File: src/rtl/trace_recorder_if.sv
// Ready/valid frame-word stream from trace_recorder (master) to the host (slave).
interface trace_recorder_if #(
    parameter int unsigned OUT_W = 32
);
    logic             out_valid;
    logic             out_ready;
    logic [OUT_W-1:0] out_data;
    logic             out_last;

    modport master (output out_valid, output out_data, output out_last, input out_ready);
    modport slave  (input out_valid, input out_data, input out_last, output out_ready);
endinterface

File: src/rtl/trace_recorder.sv
// Captures timestamped sample vectors into a FIFO and streams them as stamp+chunk word frames.
// Optional TRACE_RECORDER_DEDUP_EN suppresses captures equal to the last pushed sample.
module trace_recorder #(
    parameter int unsigned SAMPLE_W = 96,
    parameter int unsigned OUT_W    = 32,
    parameter int unsigned DEPTH    = 8
) (
    input  logic                clock,
    input  logic                reset,
    input  logic                record_en,
    input  logic                sample_valid,
    input  logic [SAMPLE_W-1:0] sample,
    trace_recorder_if.master    out,
    output logic [15:0]         dropped,
    output logic                overflow,
    output logic                empty
);
    localparam int unsigned NW   = (SAMPLE_W + OUT_W - 1) / OUT_W;
    localparam int unsigned PtrW = $clog2(DEPTH);
    localparam int unsigned CntW = PtrW + 1;
    localparam int unsigned IdxW = (NW > 1) ? $clog2(NW) : 1;

    typedef enum logic [1:0] {StIdle, StHdr, StData} state_e;

    state_e            state_q, state_d;
    logic [IdxW-1:0]   idx_q, idx_d;
    logic [OUT_W-1:0]  cyc_q, cyc_d;
    logic [PtrW-1:0]   wr_ptr_q, wr_ptr_d;
    logic [PtrW-1:0]   rd_ptr_q, rd_ptr_d;
    logic [CntW-1:0]   count_q, count_d;
    logic [15:0]       dropped_q, dropped_d;
    logic              overflow_q, overflow_d;
    logic              out_valid_q, out_valid_d;

    logic [OUT_W-1:0]    stamp_mem_q  [DEPTH];
    logic [SAMPLE_W-1:0] sample_mem_q [DEPTH];

    logic                capture, full, push, pop, is_new;
    logic [NW*OUT_W-1:0] head_padded;
    logic [OUT_W-1:0]    out_data_w;

`ifdef TRACE_RECORDER_DEDUP_EN
    logic [SAMPLE_W-1:0] last_q, last_d;
    logic                have_prev_q, have_prev_d;

    assign is_new = !have_prev_q || (sample != last_q);

    always_comb begin
        last_d      = last_q;
        have_prev_d = have_prev_q;
        if (push) begin
            last_d      = sample;
            have_prev_d = 1'b1;
        end
    end
`else
    assign is_new = 1'b1;
`endif

    always_comb begin
        capture = record_en && sample_valid && is_new;
        // Full is judged on registered occupancy, so a same-cycle pop cannot save the capture.
        full    = (count_q == CntW'(DEPTH));
        push    = capture && !full;
        pop     = (state_q == StData) && out.out_ready && (idx_q == IdxW'(NW - 1));

        cyc_d      = cyc_q + 1'b1;
        wr_ptr_d   = push ? wr_ptr_q + 1'b1 : wr_ptr_q;
        rd_ptr_d   = pop ? rd_ptr_q + 1'b1 : rd_ptr_q;
        count_d    = count_q + CntW'(push) - CntW'(pop);
        overflow_d = overflow_q || (capture && full);
        dropped_d  = dropped_q;
        if (capture && full && (dropped_q != 16'hFFFF)) begin
            dropped_d = dropped_q + 16'd1;
        end

        state_d = state_q;
        idx_d   = idx_q;
        unique case (state_q)
            StIdle: if (count_q != '0) state_d = StHdr;
            StHdr: begin
                if (out.out_ready) begin
                    state_d = StData;
                    idx_d   = '0;
                end
            end
            StData: begin
                if (pop) begin
                    state_d = (count_d != '0) ? StHdr : StIdle;
                end else if (out.out_ready) begin
                    idx_d = idx_q + 1'b1;
                end
            end
            default: state_d = StIdle;
        endcase
        out_valid_d = (state_d != StIdle);
    end

    // Head entry is read in place; writes never target rd_ptr while it is occupied.
    always_comb begin
        head_padded                 = '0;
        head_padded[SAMPLE_W-1:0]   = sample_mem_q[rd_ptr_q];
        out_data_w                  = '0;
        if (state_q == StHdr) begin
            out_data_w = stamp_mem_q[rd_ptr_q];
        end else if (state_q == StData) begin
            for (int k = 0; k < int'(NW); k++) begin
                if (idx_q == IdxW'(k)) out_data_w = head_padded[k*OUT_W +: OUT_W];
            end
        end
    end

    always_ff @(posedge clock or negedge reset) begin
        if (!reset) begin
            state_q     <= StIdle;
            idx_q       <= '0;
            cyc_q       <= '0;
            wr_ptr_q    <= '0;
            rd_ptr_q    <= '0;
            count_q     <= '0;
            dropped_q   <= '0;
            overflow_q  <= 1'b0;
            out_valid_q <= 1'b0;
`ifdef TRACE_RECORDER_DEDUP_EN
            last_q      <= '0;
            have_prev_q <= 1'b0;
`endif
        end else begin
            state_q     <= state_d;
            idx_q       <= idx_d;
            cyc_q       <= cyc_d;
            wr_ptr_q    <= wr_ptr_d;
            rd_ptr_q    <= rd_ptr_d;
            count_q     <= count_d;
            dropped_q   <= dropped_d;
            overflow_q  <= overflow_d;
            out_valid_q <= out_valid_d;
`ifdef TRACE_RECORDER_DEDUP_EN
            last_q      <= last_d;
            have_prev_q <= have_prev_d;
`endif
        end
    end

    always_ff @(posedge clock) begin
        if (push) begin
            stamp_mem_q[wr_ptr_q]  <= cyc_q;
            sample_mem_q[wr_ptr_q] <= sample;
        end
    end

    assign out.out_valid = out_valid_q;
    assign out.out_data  = out_data_w;
    assign out.out_last  = (state_q == StData) && (idx_q == IdxW'(NW - 1));
    assign dropped       = dropped_q;
    assign overflow      = overflow_q;
    assign empty         = (count_q == '0) && (state_q == StIdle);
endmodule

File: src/flat_wrapper.sv
// flat-port wrapper written by rule: the top's interface ports become plain ports
module trace_recorder_flat 
#(
    parameter int unsigned SAMPLE_W = 96,
    parameter int unsigned OUT_W    = 32,
    parameter int unsigned DEPTH    = 8
)
  (clock, reset, record_en, sample_valid, sample, dropped, overflow, empty, out_out_valid, out_out_data, out_out_last, out_out_ready);
  trace_recorder_if #(.OUT_W(OUT_W)) out_i ();
  input  logic clock;
  input  logic reset;
  input  logic record_en;
  input  logic sample_valid;
  input  logic [SAMPLE_W-1:0] sample;
  output logic [15:0] dropped;
  output logic overflow;
  output logic empty;
  output wire logic [$bits(out_i.out_valid)-1:0] out_out_valid;
  output wire logic [$bits(out_i.out_data)-1:0] out_out_data;
  output wire logic [$bits(out_i.out_last)-1:0] out_out_last;
  input wire logic [$bits(out_i.out_ready)-1:0] out_out_ready;
  assign out_out_valid = out_i.out_valid;
  assign out_out_data = out_i.out_data;
  assign out_out_last = out_i.out_last;
  assign out_i.out_ready = out_out_ready;
  trace_recorder #(.SAMPLE_W(SAMPLE_W), .OUT_W(OUT_W), .DEPTH(DEPTH)) u_core (.clock(clock), .reset(reset), .record_en(record_en), .sample_valid(sample_valid), .sample(sample), .out(out_i), .dropped(dropped), .overflow(overflow), .empty(empty));
endmodule
File: config.mk
export PLATFORM = sky130hd
export DESIGN_NAME = trace_recorder_flat
export DESIGN_NICKNAME = d
export VERILOG_FILES = /design/src/rtl/trace_recorder_if.sv /design/src/rtl/trace_recorder.sv /design/src/flat_wrapper.sv
export SDC_FILE = /design/constraint.sdc
export NUM_CORES = 1
export LEC_CHECK = 0
export BUFFER_PORTS_ARGS = -buffer_cell sky130_fd_sc_hd__clkbuf_2
export CAP_MARGIN = 20
export CELL_PAD_IN_SITES_DETAIL_PLACEMENT = 2
export CELL_PAD_IN_SITES_GLOBAL_PLACEMENT = 2
export CORE_MARGIN = 2
export CORE_UTILIZATION = 50
export DETAILED_ROUTE_END_ITERATION = 6
export GPL_ROUTABILITY_DRIVEN = 0
export GPL_TIMING_DRIVEN = 0
export MAX_ROUTING_LAYER = met4
export PLACE_DENSITY_LB_ADDON = 0.1
export SETUP_SLACK_MARGIN = 0.5
export SLEW_MARGIN = 30
export SYNTH_ARGS = -nofsm -noshare
export SYNTH_HDL_FRONTEND = slang
export SYNTH_SLANG_ARGS = --single-unit
export TNS_END_PERCENT = 10
File: constraint.sdc
create_clock -name clock -period 47.7 [get_ports clock]
set_input_delay 9.54 -clock clock [delete_from_list [all_inputs] [get_ports clock]]
set_output_delay 9.54 -clock clock [all_outputs]
set_load 0.01 [all_outputs]
==> run summary, run 1 <==
clk_lat worst skew = 710 ps
hold path startpoint = u_core.overflow$_DFF_PN0_
Detailed Place HPWL = 98200 um
CTS Buffer Depth = 3
Final #Nets = 2826
final worst slack = 33770 ps
initial antenna violation count = 13
Initial Util = 50.5%
Sw Pwr = 807 uW
Die Span X = 295 um
vias in the first global route = 28100
post-synthesis sequential area ratio = 76.5%
synth unique cells = 56
fin area = 49800 um^2
minimum clock period = 13930 ps
Worst Clk Skew = 25.6 ps
Pint = 1810 uW
outcome = finished, final reports clean
IO Count = 153
slowest stage delay, CP = 740 ps
endpoints failing setup = 0
Leak = 0.0167 uW
reg2reg end = u_core.out.out_valid$_DFF_PN0_
Port Buffers = 152
Hold Slack = 472 ps
Syn Inst Count = 2252
TritonCTS clock tree = built
CTS clock-pin slew for the worst setup and hold paths = 60 ps
Chip Height = 295 um
worst slew pin tran = 960 ps
clock power share = 35.9%
Hold EP = u_core.overflow$_DFF_PN0_
CTS Sinks = 1088
largest net degree at the start of global routing = 43
Post-synth EDFFs = 1024
critical path type = flip-flop to output port
Root Driver = clkbuf_16
Core ar. = 83700 um^2
Placement Setup Slack = 34750 ps
Detail Route Antenna Nets = 0
Slowest-stage cell, CP = clkbuf_1
hold path depth = 1
Logic pwr share = 20.4%
CTS Buf Count = 113
worst path required time = 38160 ps
Die Area = 86900 um^2
Post-CTS Resized = 0
HP Class = flip-flop to flip-flop
Syn Nets = 2366
num rows = 106
global route total overflow = 0
reg-to-reg startpoint = u_core.idx_q[0]$_DFFE_PN0P_
routed len/inst = 40.5 um
Synth Cell Area = 42300 um^2
most frequent CP cell = clkbuf_1
final setup TNS = 0 ps
async set-or-reset flop fraction in the synthesized netlist = 5.88%
postcts setup bufs = 0
post-synthesis register bit count = 1088
period utilization = 29.2%
total of fill cells in the finished design = 6938
first-pass GRT wire length = 222000 um
Fmax = 71.8 MHz
Cell Chain, Critical Path = buf_2 -> clkbuf_1 -> clkbuf_1 -> mux4_2 -> a22oi_1 -> nand4_1 -> clkbuf_2
# DRC = 0
synth-to-layout area growth = 17.7%
Flop pwr share = 43.7%
fin util = 59.5%
RSZ-0062 raised after global routing = false
GRT Total Usage = 37.7%
max-cap viol count = 0
Synth warnings = 0
worst reg-to-reg setup slack = 43340 ps
hold_buf cts = 0
Max Fanout on Critical Path = 10
Top FF cell, synth = edfxtp_1
Slew Limit Fails = 0
vias post-DR = 25900
WL final = 160000 um
Worst setup SP type = flip-flop
R2R cell count = 11
dpl cell area = 46000 um^2
TritonRoute pass-1 iters = 5
Via-to-Cell Ratio = 6.54
final count of hold timing violations = 0
Peak VDD IR = 0.0405 mV
htree depth = 3
Worst setup EP type = output port
share of cells above drive strength 1 = 23.9%
CP arrival = 4390 ps
worst relative slew slack = 36.0%
syn_area_per_cell = 18.8 um^2
power per cell area = 52.5 nW/um^2
DR iter-0 viols = 2799
Sw Ratio = 30.9%
-- synth_stat cells (12+ instances only) --
cell type | count | area (um^2)
a22oi_1 | 224 | 1680
buf_2 | 45 | 225
clkbuf_1 | 69 | 259
dfrtp_1 | 64 | 1600
edfxtp_1 | 1024 | 30700
ha_1 | 12 | 150
inv_1 | 12 | 45.0
mux2i_1 | 384 | 3840
mux4_2 | 64 | 1440
nand2_1 | 30 | 113
nand3_1 | 112 | 561
nand4_1 | 40 | 250
xnor2_1 | 15 | 131
xor2_1 | 35 | 307
-- logic make-up after synthesis --
logic type      share of synthesized area, %
buf+inv                                 1.49
simple gates                            3.62
flops                                   76.5
fa+ha+maj                              0.403
compound gates                          4.33
mux                                     12.6
xor+xnor                                1.04
-- layout make-up --
| class | count | area [um^2] | area share (%) |
|---|---|---|---|
| diodes | 12 | 30.0 | 0.0603 |
| plain buffers | 126 | 574 | 1.15 |
| clock buffers | 143 | 3050 | 6.14 |
| clock inverters | 68 | 691 | 1.39 |
| inverters | 15 | 57.6 | 0.116 |
| multi-input cells | 1023 | 9340 | 18.8 |
| flip-flops and latches | 1088 | 32400 | 65.0 |
| well taps | 1134 | 1420 | 2.85 |
| repair buffers | 345 | 2250 | 4.52 |
-- state kept, by name, summed over array words and instances, names as in the netlist --
signal and count:
u_core.stamp_mem_q 256, u_core.cyc_q 32, u_core.wr_ptr_q 3, u_core.dropped 16
u_core.count_q 4, u_core.idx_q 2, u_core.rd_ptr_q 3, u_core.state_q 2
u_core.overflow 1, u_core.sample_mem_q 768, u_core.out.out_valid 1
-- power groups by stage --
stage | clock network (uW) | logic (uW) | registers, uW
floorplan | 0 | 267 | 1170
global placement | 0 | 440 | 1200
detailed placement | 0 | 502 | 1160
CTS | 939 | 527 | 1140
global route | 968 | 548 | 1150
finish | 938 | 533 | 1140
-- cells in the final DEF, fill, tap and decap left out, types with 6 or more instances in the layout --
master     count
clkbuf_1      91
mux4_2        64
clkinv_2      27
bufinv_16     13
ha_1          12
nor4_1         6
nor2b_1        6
clkbuf_16    116
clkinv_1      19
buf_2        106
nand4_1       40
buf_4        127
buf_16         9
inv_1         12
dfrtp_1       64
xnor2_1       15
nand3_1      112
nor3_2        13
nand2_1       30
clkbuf_2     151
diode_2       12
edfxtp_1    1024
mux2i_1      384
xor2_1        35
nor2_1         8
a22oi_1      224
-- through the flow --
stage | cells | power, uW
floorplan | 2252 | 1440
global placement | 3538 | 1640
finish | 3954 | 2610
global route | 3953 | 2660
CTS | 3942 | 2610
detailed placement | 3731 | 1660
-- layer usage --
| layer | wire length [um] | GRT usage, % | share of wire (%) |
|---|---|---|---|
| met5 | 0 | - | 0 |
| met2 | 81500 | 63.0 | 51 |
| met1 | 60400 | 46.1 | 38 |
| met4 | 8020 | 16.9 | 5.0 |
| met3 | 10300 | 4.84 | 6.4 |
-- worst max-delay path by stage --
stage                                               from                              endpoint  cells after the start
final                     u_core.rd_ptr_q[1]$_DFFE_PN0P_                      out_out_data[18]                      7
after global placement                         record_en  u_core.sample_mem_q[2][40]$_DFFE_PP_                      5
after detailed placement                       record_en  u_core.sample_mem_q[4][38]$_DFFE_PP_                     14
after global routing      u_core.rd_ptr_q[1]$_DFFE_PN0P_                      out_out_data[17]                      7
after CTS                    u_core.idx_q[0]$_DFFE_PN0P_                      out_out_data[25]                      8
after floorplan                                record_en   u_core.sample_mem_q[2][0]$_DFFE_PP_                      4
-- critical path, delay by kind of cell, from the launching register on --
kind                   cells  cell delay [ps]
buffers and inverters      4             2020
muxes                      1              410
AOI/OAI and AO/OA          1              470
and+or+nand+nor            1              380
DFF                        1              390
No activity file was read; power rests on OpenSTA's default activity.
==> run 2: changes to the inputs <==
CORE_UTILIZATION = 43   (was 50)
clock period = 11.6 ns   (was 47.7 ns; I/O delays follow)
==> run summary, run 2 (synthesis gave the netlist of run 1 again) <==
IO Count = 153
GRT Total Usage = 26.8%
endpoints failing setup = 0
clk_lat worst skew = 700 ps
global route total overflow = 0
Sw Ratio = 28.8%
most frequent CP cell = clkbuf_1
Via-to-Cell Ratio = 5.74
TritonCTS clock tree = built
total of fill cells in the finished design = 8692
Worst setup EP type = output port
reg2reg end = u_core.sample_mem_q[0][47]$_DFFE_PP_
Slew Limit Fails = 0
Hold EP = u_core.overflow$_DFF_PN0_
htree depth = 3
Sw Pwr = 2960 uW
fin util = 51.0%
Pwr Total = 10300 uW
max reg flops = 768
Final #Nets = 2822
clock power share = 34.6%
hold_buf cts = 0
worst slew pin tran = 1050 ps
commonest non-fill, non-tap cell in the layout = edfxtp_1
initial antenna violation count = 7
max-cap viol count = 0
Die Area = 101000 um^2
DR iter-0 viols = 1863
Max Fanout on Critical Path = 10
synth-to-layout area growth = 18.1%
Slowest-stage cell, CP = clkbuf_1
final count of hold timing violations = 0
Core ar. = 97800 um^2
outcome = finished, final reports clean
power per cell area = 206 nW/um^2
TritonRoute pass-1 iters = 5
hold path depth = 1
worst relative slew slack = 30.2%
vias in the first global route = 26200
num rows = 115
Cell Chain, Critical Path = buf_2 -> clkbuf_1 -> clkbuf_1 -> mux4_2 -> a22oi_1 -> nand4_1 -> clkbuf_2
final worst slack = 5000 ps
Worst Clk Skew = 24.5 ps
RSZ-0062 raised after global routing = false
Leak = 0.0166 uW
fin area = 49900 um^2
Detail Route Antenna Nets = 0
Chip Height = 318 um
CTS Buf Count = 114
CTS Sinks = 1088
share of cells above drive strength 1 = 23.3%
commonest cells after routing, fill and taps aside = edfxtp_1, mux2i_1, a22oi_1
Port Buffers = 152
worst reg-to-reg setup slack = 7710 ps
CTS clock-pin slew for the worst setup and hold paths = 60 ps
Post-CTS Resized = 0
CTS Buffer Depth = 3
Placement Setup Slack = 5690 ps
slowest stage delay, CP = 840 ps
HP Class = flip-flop to flip-flop
Initial Util = 43.2%
Flop pwr share = 45.4%
biggest regs = u_core.sample_mem_q: 768 flops, u_core.stamp_mem_q: 256 flops, u_core.cyc_q: 32 flops
R2R cell count = 13
Biggest register = u_core.sample_mem_q
CP arrival = 4280 ps
hold path startpoint = u_core.overflow$_DFF_PN0_
vias post-DR = 23500
critical path type = flip-flop to output port
largest net degree at the start of global routing = 31
Peak VDD IR = 0.123 mV
minimum clock period = 6600 ps
Logic pwr share = 20.0%
routed len/inst = 32.3 um
Root Driver = clkbuf_16
Fmax = 152 MHz
Pint = 7320 uW
WL final = 132000 um
postcts setup bufs = 0
period utilization = 56.9%
worst path required time = 9280 ps
reg-to-reg startpoint = u_core.count_q[2]$_DFF_PN0_
final setup TNS = 0 ps
first-pass GRT wire length = 189000 um
Worst setup SP type = flip-flop
register area = 32400 um^2
area of the multi-input gates = 9350 um^2
# DRC = 0
Detailed Place HPWL = 92600 um
Die Span X = 318 um
dpl cell area = 46300 um^2
[run 2: worst max-delay path by stage]
stage                                           end  depth (start not counted)                           start  slack, ps
3_5_place_dp                       out_out_data[21]                          7  u_core.rd_ptr_q[1]$_DFFE_PN0P_       5690
5_1_grt                            out_out_data[18]                          7  u_core.rd_ptr_q[1]$_DFFE_PN0P_       4870
3_3_place_gp   u_core.sample_mem_q[0][37]$_DFFE_PP_                          5                       record_en     -19190
4_1_cts                            out_out_data[21]                          7  u_core.rd_ptr_q[1]$_DFFE_PN0P_       4890
6_report                           out_out_data[20]                          7  u_core.rd_ptr_q[1]$_DFFE_PN0P_       5000
2_1_floorplan   u_core.sample_mem_q[0][0]$_DFFE_PP_                          4                       record_en      -4110
[run 2: metrics by stage]
stage	hold WS, ps	std cells
final	481	4089
after global routing	501	4089
after CTS	485	4082
after detailed placement	465	3879
after global placement	454	3691
after floorplan	504	2252
[run 2: final cells by class]
cell class | count | share of cell area (%)
flip-flops and latches | 1088 | 64.8
multi-input cells | 1023 | 18.7
clock buffers | 154 | 6.37
repair buffers | 340 | 4.76
well taps | 1287 | 3.23
plain buffers | 126 | 1.15
clock inverters | 49 | 0.777
inverters | 15 | 0.115
diodes | 7 | 0.0351
[run 2: worst max-delay path, delay by kind of cell (launching register included)]
kind | cells | cell delay, ps
compound gates | 1 | 370
buf+inv | 4 | 2020
flops | 1 | 350
mux | 1 | 420
simple gates | 1 | 410
[run 2: metal layers]
layer	routed length, um	up-vias	GRT usage, %	share of wire (%)
li1	-	10100	-	-
met2	66600	600	44.7	50
met5	0	-	-	0
met4	4790	0	10.1	3.6
met3	5570	183	3.45	4.2
met1	55100	12600	33.8	42
[run 2: power by group through the flow]
stage	logic, uW	registers, uW	clock network, uW
after global placement	1850	4920	0
after CTS	2080	4670	3600
final	2050	4670	3560
after detailed placement	2060	4750	0
after global routing	2180	4690	3740
after floorplan	1100	4800	0
